<file path="src/rtl/ntt_pkg.sv">
// Shared constants, state encoding and helpers for the single-butterfly NTT core.
// Coefficients are kept in [0,Q) everywhere past the input conditioning stage.
package ntt_pkg;

  localparam int unsigned Q          = 3329;
  localparam int unsigned QW         = 12;
  localparam int unsigned BARRETT_M  = 5039;
  localparam int unsigned BARRETT_SH = 24;
  localparam int unsigned ZETA_RST   = 17;

  localparam int unsigned PW     = 2 * QW;
  localparam int unsigned QEW    = 13;
  localparam int unsigned PMW    = PW + QEW;
  localparam int unsigned DOUT_W = 128;
  localparam int unsigned FW     = 16;
  localparam int unsigned CNT_W  = 16;

  localparam int unsigned OFS_U    = 112;
  localparam int unsigned OFS_V    = 96;
  localparam int unsigned OFS_T    = 80;
  localparam int unsigned OFS_A    = 64;
  localparam int unsigned OFS_B    = 48;
  localparam int unsigned OFS_Z    = 32;
  localparam int unsigned OFS_CNT  = 16;
  localparam int unsigned OFS_STAT = 0;

  localparam logic [QW-1:0] Q_C = QW'(Q);

  typedef enum logic [2:0] {
    ST_IDLE,
    ST_MUL,
    ST_RED1,
    ST_RED2,
    ST_BFLY
  } state_t;

  // Single conditional subtract: maps the full 12-bit input range onto [0,Q).
  function automatic logic [QW-1:0] cond_sub_q(input logic [QW-1:0] x);
    return (x >= Q_C) ? x - Q_C : x;
  endfunction

  function automatic logic [FW-1:0] zext(input logic [QW-1:0] x);
    return FW'(x);
  endfunction

endpackage

</file>
<file path="src/rtl/ntt_barrett_red.sv">
// Two-stage Barrett reduction of a 24-bit product into [0,Q).
// Stage 1 estimates the quotient, stage 2 subtracts and applies up to two corrections.
module ntt_barrett_red
  import ntt_pkg::*;
(
  input  logic          clk,
  input  logic          rst,
  input  logic          i_en,
  input  logic [PW-1:0] i_p,
  output logic [QW-1:0] o_t
);

  logic [PMW-1:0] w_prod;
  logic [QEW-1:0] w_qe;
  logic [PW-1:0]  w_r0;
  logic [PW-1:0]  w_r1;
  logic [PW-1:0]  w_r2;

  logic [PW-1:0]  r_p;
  logic [QEW-1:0] r_qe;
  logic [QW-1:0]  r_t;

  assign w_prod = PMW'(i_p) * PMW'(BARRETT_M);
  assign w_qe   = QEW'(w_prod >> BARRETT_SH);

  // The quotient estimate never exceeds the true quotient, so w_r0 is non-negative.
  assign w_r0 = r_p - PW'(r_qe) * PW'(Q);
  assign w_r1 = (w_r0 >= PW'(Q)) ? w_r0 - PW'(Q) : w_r0;
  assign w_r2 = (w_r1 >= PW'(Q)) ? w_r1 - PW'(Q) : w_r1;

  always_ff @(posedge clk) begin
    if (rst) begin
      r_p  <= '0;
      r_qe <= '0;
      r_t  <= '0;
    end else if (i_en) begin
      r_p  <= i_p;
      r_qe <= w_qe;
      r_t  <= QW'(w_r2);
    end
  end

  assign o_t = r_t;

endmodule

</file>
<file path="src/rtl/ntt_bfly_core.sv">
// Single Cooley-Tukey butterfly mod Q behind the blk_* local-bus handshake.
// One op every 5 enabled cycles; result packed into a 128-bit word.
module ntt_bfly_core
  import ntt_pkg::*;
(
  input  logic              clk,
  input  logic              rst,
  input  logic [QW-1:0]     a,
  input  logic [QW-1:0]     b,
  input  logic              blk_krdy,
  input  logic              blk_drdy,
  input  logic              blk_en,
  input  logic              blk_rstn,
  output logic              blk_kvld,
  output logic              blk_dvld,
  output logic [DOUT_W-1:0] blk_dout,
  output logic              busy
);

  state_t r_state;
  state_t w_state_nxt;

  logic              w_srst;
  logic              w_accept;
  logic              w_overrun;
  logic              w_range;
  logic [QW-1:0]     w_a_cond;
  logic [QW-1:0]     w_b_cond;
  logic [QW-1:0]     w_t;
  logic [QW:0]       w_sum;
  logic [QW-1:0]     w_u;
  logic [QW-1:0]     w_v;
  logic [DOUT_W-1:0] w_dout_nxt;

  logic [QW-1:0]     r_zeta;
  logic [QW-1:0]     r_a;
  logic [QW-1:0]     r_b;
  logic [QW-1:0]     r_z;
  logic [PW-1:0]     r_p;
  logic [1:0]        r_status;
  logic [CNT_W-1:0]  r_op_cnt;
  logic              r_kvld;
  logic              r_dvld;
  logic              r_busy;
  logic [DOUT_W-1:0] r_dout;

  assign w_srst = rst | ~blk_rstn;

  always_ff @(posedge clk) begin
    if (w_srst) begin
      r_state <= ST_IDLE;
    end else if (blk_en) begin
      r_state <= w_state_nxt;
    end
  end

  always_comb begin
    w_state_nxt = r_state;
    w_accept    = 1'b0;
    w_overrun   = 1'b0;
    case (r_state)
      ST_IDLE: begin
        if (blk_drdy) begin
          w_accept    = 1'b1;
          w_state_nxt = ST_MUL;
        end
      end
      ST_MUL:  w_state_nxt = ST_RED1;
      ST_RED1: w_state_nxt = ST_RED2;
      ST_RED2: w_state_nxt = ST_BFLY;
      ST_BFLY: w_state_nxt = ST_IDLE;
      default: w_state_nxt = ST_IDLE;
    endcase
    if (r_state != ST_IDLE && blk_drdy) begin
      w_overrun = 1'b1;
    end
  end

  assign w_a_cond = cond_sub_q(a);
  assign w_b_cond = cond_sub_q(b);
  assign w_range  = (a >= Q_C) | (b >= Q_C);

  ntt_barrett_red u_red (
    .clk  (clk),
    .rst  (w_srst),
    .i_en (blk_en),
    .i_p  (r_p),
    .o_t  (w_t)
  );

  assign w_sum = {1'b0, r_a} + {1'b0, w_t};
  assign w_u   = (w_sum >= {1'b0, Q_C}) ? QW'(w_sum - {1'b0, Q_C}) : QW'(w_sum);
  // Wraps through 12 bits on the negative branch; the final value is always in [0,Q).
  assign w_v   = (r_a >= w_t) ? r_a - w_t : r_a + Q_C - w_t;

  // An overrun arriving in the BFLY cycle still belongs to the op being reported.
  always_comb begin
    w_dout_nxt                    = '0;
    w_dout_nxt[OFS_U +: FW]       = zext(w_u);
    w_dout_nxt[OFS_V +: FW]       = zext(w_v);
    w_dout_nxt[OFS_T +: FW]       = zext(w_t);
    w_dout_nxt[OFS_A +: FW]       = zext(r_a);
    w_dout_nxt[OFS_B +: FW]       = zext(r_b);
    w_dout_nxt[OFS_Z +: FW]       = zext(r_z);
    w_dout_nxt[OFS_CNT +: FW]     = r_op_cnt + CNT_W'(1);
    w_dout_nxt[OFS_STAT +: FW]    = {14'b0, r_status[1] | w_overrun, r_status[0]};
  end

  always_ff @(posedge clk) begin
    if (w_srst) begin
      r_zeta   <= QW'(ZETA_RST);
      r_a      <= '0;
      r_b      <= '0;
      r_z      <= '0;
      r_p      <= '0;
      r_status <= '0;
      r_op_cnt <= '0;
      r_kvld   <= 1'b0;
      r_dvld   <= 1'b0;
      r_busy   <= 1'b0;
      r_dout   <= '0;
    end else if (blk_en) begin
      r_kvld <= blk_krdy;
      r_dvld <= (r_state == ST_BFLY);
      r_busy <= (w_state_nxt != ST_IDLE);
      if (blk_krdy) begin
        r_zeta <= w_b_cond;
      end
      if (w_accept) begin
        r_a      <= w_a_cond;
        r_b      <= w_b_cond;
        r_z      <= blk_krdy ? w_b_cond : r_zeta;
        r_status <= {1'b0, w_range};
      end else if (w_overrun) begin
        r_status[1] <= 1'b1;
      end
      if (r_state == ST_MUL) begin
        r_p <= PW'(r_z) * PW'(r_b);
      end
      if (r_state == ST_BFLY) begin
        r_dout   <= w_dout_nxt;
        r_op_cnt <= r_op_cnt + CNT_W'(1);
      end
    end
  end

  assign blk_kvld = r_kvld;
  assign blk_dvld = r_dvld;
  assign blk_dout = r_dout;
  assign busy     = r_busy;

endmodule

</file>
<file path="config.mk">
export PLATFORM = sky130hd
export DESIGN_NAME = ntt_bfly_core
export DESIGN_NICKNAME = d
export VERILOG_FILES = /design/src/rtl/ntt_pkg.sv /design/src/rtl/ntt_barrett_red.sv /design/src/rtl/ntt_bfly_core.sv
export SDC_FILE = /design/constraint.sdc
export NUM_CORES = 1
export LEC_CHECK = 0
export CAP_MARGIN = 30
export CORE_MARGIN = 2
export CORE_UTILIZATION = 40
export DETAILED_ROUTE_END_ITERATION = 16
export REMOVE_ABC_BUFFERS = 1
export SYNTH_ARGS = -nofsm -noshare
export SYNTH_HDL_FRONTEND = slang
export SYNTH_SLANG_ARGS = --single-unit
</file>
<file path="constraint.sdc">
create_clock -name clk -period 11 [get_ports clk]
set_input_delay 2.2 -clock clk [delete_from_list [all_inputs] [get_ports clk]]
set_output_delay 2.2 -clock clk [all_outputs]
set_load 0.05 [all_outputs]
</file>
==> results of run 1 <==
## how the worst max path moves through the flow
stage	slack, ps	to	depth (start not counted)	start
after global placement	3760	u_red.o_t[4]	27	u_red.r_qe[1]
after CTS	3490	u_red.o_t[4]	27	u_red.r_qe[2]
after global routing	2820	u_red.o_t[4]	27	u_red.r_qe[1]
final	3450	u_red.o_t[4]	27	u_red.r_qe[2]
after floorplan	3830	u_red.o_t[3]	6	rst
after detailed placement	3520	u_red.o_t[4]	27	u_red.r_qe[2]
## report_power, final
group | internal [mW] | leakage [nW] | switching [mW]
clock | 0.545 | 0.418 | 0.336
sequential | 0.802 | 1.77 | 0.0215
combinational | 0.116 | 10.7 | 0.215
## worst min-delay path: stages (launching register included)
cell     delay [ps]
dfxtp_1         310
nand2_1          50
a21oi_1          50
## cell usage after synthesis (all sizes together) (7+ instances only)
master / count
nand2: 332
or3: 15
o211ai: 14
a21o: 33
nand4: 15
a31oi: 13
a21oi: 173
nand3: 51
nand2b: 16
ha: 313
xor2: 49
nor2: 184
o21bai: 15
inv: 459
clkbuf: 95
and3: 12
fa: 266
xnor2: 79
o21a: 8
nor2b: 9
dfxtp: 219
o21ai: 65
a211oi: 53
o31ai: 7
and2: 62
mux2i: 40
buf: 51
nand3b: 7
nor3: 39
## cells by family after synthesis
kind of cell | Yosys count
AOI/OAI and AO/OA | 443
xor gates and xnor gates | 128
adders and majority gates | 579
muxes | 41
other | 1
buffers and inverters | 606
DFF | 219
and+or+nand+nor | 771
## registers in the layout, indices dropped and copies added (netlist names), 2 cells and up
| signal | count |
|---|---|
| blk_dout | 75 |
| r_p | 24 |
| u_red.r_p | 24 |
| r_op_cnt | 15 |
| u_red.r_qe | 13 |
| r_a | 12 |
| r_b | 12 |
| r_z | 12 |
| r_zeta | 12 |
| u_red.o_t | 12 |
| r_state | 3 |
| r_status | 2 |
## routing by layer
| layer | vias to the layer above | GRT usage [%] |
|---|---|---|
| li1 | 9050 | - |
| met1 | 9118 | 24.6 |
| met2 | 317 | 33.4 |
| met3 | 84 | 2.05 |
| met4 | 0 | 5.33 |
| met5 | - | 0 |
## per-stage QoR
step / std cells / area (um^2) / worst slack [ps] / power, mW
final: 3632 / 26600 / 3450 / 2.03
after global routing: 3632 / 26600 / 2820 / 2.12
after CTS: 3631 / 26600 / 3490 / 2.06
after detailed placement: 3586 / 25700 / 3520 / 1.17
after global placement: 3585 / 25700 / 3760 / 1.17
after floorplan: 2679 / 23400 / 3830 / 1.08
## cell type report
class	count	area share (%)
flip-flops and latches	219	16.5
multi-input cells	2000	65.2
repair buffers	134	4.94
inverters	460	6.49
clock buffers	38	2.72
well taps	773	3.63
diodes	1	0.00940
clock inverters	7	0.517
==> metrics.md, run 1 <==
| Metric | Value |
|---|---|
| Outcome | `complete, no violations` |
| # DRC | `0` |
| Met2 WL post-DR | `28700 um` |
| R2R cell count | `27` |
| Cts hold-fix bufs | `0` |
| FP Rows | `89` |
| Post-synthesis sequential area ratio | `18.3%` |
| Top Metal Used | `met4` |
| Setup Viol. Count Final | `0` |
| Drt total wl | `58300 um` |
| Skew final | `6.49 ps` |
| Die W | `249 um` |
| Total gr overflow | `0` |
| Post-Syn Instances | `about 2800` |
| Main combinational cell family by area after synthesis | `adder cells` |
| WHS Endpoint | `blk_dout[96]` |
| Slowest stage delay, CP | `760 ps` |
| Startpoint Class | `flip-flop` |
| Seq. cell area | `about 4400 um^2` |
| DIE HEIGHT | `between 200 and 250 um` |
| Minimum clock period | `7550 ps` |
| Util after Layout | `45.0%` |
| WHS | `between 400 and 500 ps` |
| Worst-path clk slew | `60 ps` |
| Die ar. | `62000 um^2` |
| Number of detailed-route iterations in the first pass | `5` |
| Area growth syn-to-layout | `10.9%` |
| Most frequent cells in the layout | `459 x inv_1, 332 x nand2_1, 313 x ha_1` |
| Slew Limit Headroom | `39.1%` |
| Boundary pin count | `161` |
| LEAKAGE | `12.9 nW` |
| Most used DFF post-synth | `dfxtp_1` |
| Largest area contributor in the netlist | `fa_1` |
| Antenna violations before repair | `1` |
| Drt wl/cell | `16.1 um` |
| Met3 Routed Length | `1780 um` |
| Cell area after synthesis | `roughly 24000 um^2` |
| XOR/XNOR share of the synthesized area | `4.73%` |
| Crit share post-route | `68.7%` |
| Mux contribution to synthesized area | `1.72%` |
| Delay-heaviest family, CP | `adder cells` |
| Fillers | `5675` |
| FMAX | `approximately 130 MHz` |
| Compound-Gate Fraction of Synth Area | `12.0%` |
| Fraction of layout cells with a size suffix above 1 | `approximately 3.0%` |
| Area share of the largest cell type after synthesis | `22.2%` |
| # port buffers | `122` |
| Clock sink count | `219` |
| Max-cap viol count | `0` |
| Syn avg cell area | `8.61 um^2` |
| Initial Util | `40.6%` |
| RSZ-0062 raised after global routing | `no` |
| HP Start | `blk_dout[96]` |
| Async SR Flop Fraction | `0%` |
| PD cells | `approximately 76 nW/um^2` |
| Simple-gate share of the synthesized area | `roughly 15%` |
| Worst hold path class | `flip-flop to flip-flop` |
| Via density | `5.11` |
| Crit path DAT | `approximately 8000 ps` |
| Multi-input logic area | `around 17000 um^2` |
| Synth Area in Adders | `38.5%` |
| Setup Fix Bufs, Post-CTS | `0` |
| CP required | `about 11000 ps` |
| Root Driver | `clkbuf_16` |
| H-tree Lvls | `1` |
| Hpwl dp | `46500 um` |
| Clock buffer depth | `3` |
| Reg-to-reg critical path endpoint | `u_red.o_t[4]` |
| Vias | `around 19000` |
| Crit Path Max Fanout | `13` |
| Core ar. | `59100 um^2` |
| M1 WL | `26200 um` |
| Detail Route Antenna Nets | `0` |
| Critical path buffer and inverter count | `5` |
| EDFF count, synth | `0` |
| Ys Warns | `0` |
| CTS buffer count | `25` |
| Commonest non-fill, non-tap cell in the layout | `inv_1` |
| Nets | `3449` |
| CP max stage cell | `nor4b_4` |
| FF+latch count, synth | `219` |
| Critical Path Sink Type | `flip-flop` |
| WHS Path Cells | `2` |
| Largest net degree at the start of global routing | `80` |
| Actual slew at the worst max-slew pin | `911 ps` |
| Synth area leaders | `fa_1 22%, dfxtp_1 18%, ha_1 16%` |
| RR Startpoint | `u_red.r_qe[2]` |
| Clock latency on the worst-skew pair | `540 ps` |
| CP most frequent cell | `inv_1` |
| Setup TNS | `0 ps` |
| Final Hold Vio Count | `0` |
| First-pass GRT wire length | `97300 um` |
| # resized after CTS | `0` |
| GPL Wtd Cong | `0.903` |
| R2r setup slk | `3450 ps` |
| WS Path Type | `flip-flop to flip-flop` |
| Peak supply drop | `167 uV` |
| Vias in the first global route | `19100` |
| Initial DRC count | `823` |
| Fin. max-slew vios | `0` |
| Unique masters post-synth | `84` |
| CTS tree | `built` |
| GRT Overall Usage | `19.0%` |
Power figures use the tool's default switching activity.
==> run 2, diff against run 1 <==
clock period = 7.2 ns   (was 11 ns; I/O delays follow)
==> metrics.md, run 2 (same netlist as run 1, synthesis figures left out) <==
| Metric | Value |
|---|---|
| Detail Route Antenna Nets | `0` |
| Startpoint Class | `flip-flop` |
| Actual slew at the worst max-slew pin | `between 900 and 1000 ps` |
| HP Start | `r_zeta[1]` |
| Core ar. | `59100 um^2` |
| Via density | `5.08` |
| Most frequent cells in the layout | `459 x inv_1, 331 x nand2_1, 311 x ha_1` |
| First-pass GRT wire length | `97300 um` |
| PD cells | `114 nW/um^2` |
| Peak supply drop | `127 uV` |
| Met2 GRT Util | `33.2%` |
| Nets | `approximately 3500` |
| H-tree Lvls | `1` |
| # port buffers | `122` |
| CTS buffer count | `26` |
| Seq. cell area | `4380 um^2` |
| Critical Path Sink Type | `flip-flop` |
| GPL Wtd Cong | `slightly above 0.9` |
| M1 GR Usage | `24.8%` |
| Setup TNS | `0 ps` |
| Crit Path Max Fanout | `7` |
| Finished Layout Cells | `3662` |
| Vias in the first global route | `19000` |
| Clock sink count | `219` |
| GRT Overall Usage | `around a fifth` |
| Sw power | `0.909 mW` |
| Largest net degree at the start of global routing | `80` |
| CP most frequent cell | `inv_1` |
| Clock buffer depth | `3` |
| Outcome | `complete, no violations` |
| FP Rows | `89` |
| Switching portion of total power | `approximately 30%` |
| Largest register FFs | `75` |
| Vias | `around 19000` |
| Antenna violations before repair | `1` |
| Total gr overflow | `0` |
| Number of detailed-route iterations in the first pass | `5` |
| Commonest non-fill, non-tap cell in the layout | `inv_1` |
| Boundary pin count | `161` |
| DIE HEIGHT | `249 um` |
| Initial DRC count | `849` |
| Fin. max-slew vios | `0` |
| LEAKAGE | `13.1 nW` |
| Slew Limit Headroom | `39.5%` |
| Met3 Usage GRT | `between 1.5 and 2%` |
| Pint | `2.16 mW` |
| # DRC | `0` |
| WS Path Type | `flip-flop to flip-flop` |
| Clock latency on the worst-skew pair | `560 ps` |
| Hpwl dp | `47800 um` |
| Minimum clock period | `between 6000 and 7000 ps` |
| Fraction of layout cells with a size suffix above 1 | `4.50%` |
| Setup Viol. Count Final | `0` |
| Multi-input logic area | `17400 um^2` |
| Sequential Power Share | `41.0%` |
| Inst Count DP | `3611` |
| Worst-path clk slew | `60 ps` |
| Drt wl/cell | `16.2 um` |
| Fillers | `around 5700` |
| CTS tree | `built` |
| CP required | `7640 ps` |
| CP Launch Point | `u_red.r_qe[1]` |
| Clock network power share | `between 40% and 50%` |
| Worst hold path class | `flip-flop to flip-flop` |
| Area growth syn-to-layout | `11.9%` |
| Crit share post-route | `95.5%` |
| Initial Util | `between 40 and 50%` |
| Root Driver | `clkbuf_16` |
| Skew final | `~24 ps` |
| Drt total wl | `59200 um` |
| FMAX | `145 MHz` |
| Grt peak-use layer | `met2` |
| Crit path DAT | `approximately 7300 ps` |
| Die ar. | `62000 um^2` |
| CP max stage cell | `fa_1` |
| RR Startpoint | `u_red.r_qe[1]` |
| Slowest stage delay, CP | `roughly 520 ps` |
| Final Hold Vio Count | `0` |
| Comb power frac | `16.9%` |
| Die W | `between 200 and 250 um` |
| Max-cap viol count | `0` |
-- run 2: final cells by class --
class | instances | area share (%)
antenna | 1 | 0.00932
clock buffer | 37 | 2.88
clock inverter | 10 | 0.280
inverter | 460 | 6.43
multi-input combinational | 2000 | 64.8
sequential | 219 | 16.3
tap | 773 | 3.60
timing repair buffer | 162 | 5.65
-- run 2: path summary, 6_finish.rpt --
kind | to | slack (ps) | cells past startpoint
min | r_zeta[1] | 450 | 2
max reg2reg | u_red.o_t[4] | 330 | 28
max | u_red.o_t[4] | 330 | 28
min reg2reg | r_zeta[1] | 450 | 2
-- run 2: power by group through the flow --
stage | sequential (mW) | clock (mW) | combinational [mW]
3_5_place_dp | 1.28 | 0 | 0.508
6_report | 1.26 | 1.29 | 0.518
3_3_place_gp | 1.28 | 0 | 0.500
5_1_grt | 1.26 | 1.37 | 0.571
4_1_cts | 1.26 | 1.32 | 0.510
2_1_floorplan | 1.27 | 0 | 0.374
-- run 2: per-stage QoR --
| stage | cell area (um^2) | utilization, % | power, mW | worst slack (ps) | hold slack [ps] |
|---|---|---|---|---|---|
| finish | 26900 | 45.4 | 3.07 | 326 | 453 |
| global route | 26900 | 45.4 | 3.20 | -18.0 | 471 |
| global placement | 25900 | 43.8 | 1.78 | 343 | 441 |
| CTS | 26800 | 45.3 | 3.09 | 81.8 | 456 |
| detailed placement | 25900 | 43.8 | 1.79 | 98.3 | 447 |
| floorplan | 23400 | - | 1.64 | 488 | 429 |
-- run 2: critical path, delay by kind of cell (launching register included) --
family	cells	cell delay (ps)
fa+ha+maj	7	2680
compound gates	9	1940
simple gates	4	800
buf+inv	6	410
flops	1	370
xor+xnor	1	280
mux	1	260
-- run 2: timing repair --
action / CTS / global route
hold endpoints to repair: 0 / 0
endpoints found under the setup margin: 0 / 13
gates resized for setup: 0 / 14
setup buffers: 0 / 3
hold buffers: 0 / 0
-- run 2: per-layer routing --
| metal | part of all wire, % | vias up |
|---|---|---|
| li1 | - | 9098 |
| met1 | 45 | 9117 |
| met2 | 49 | 293 |
| met3 | 2.9 | 86 |
| met4 | 2.7 | 0 |
| met5 | 0 | - |
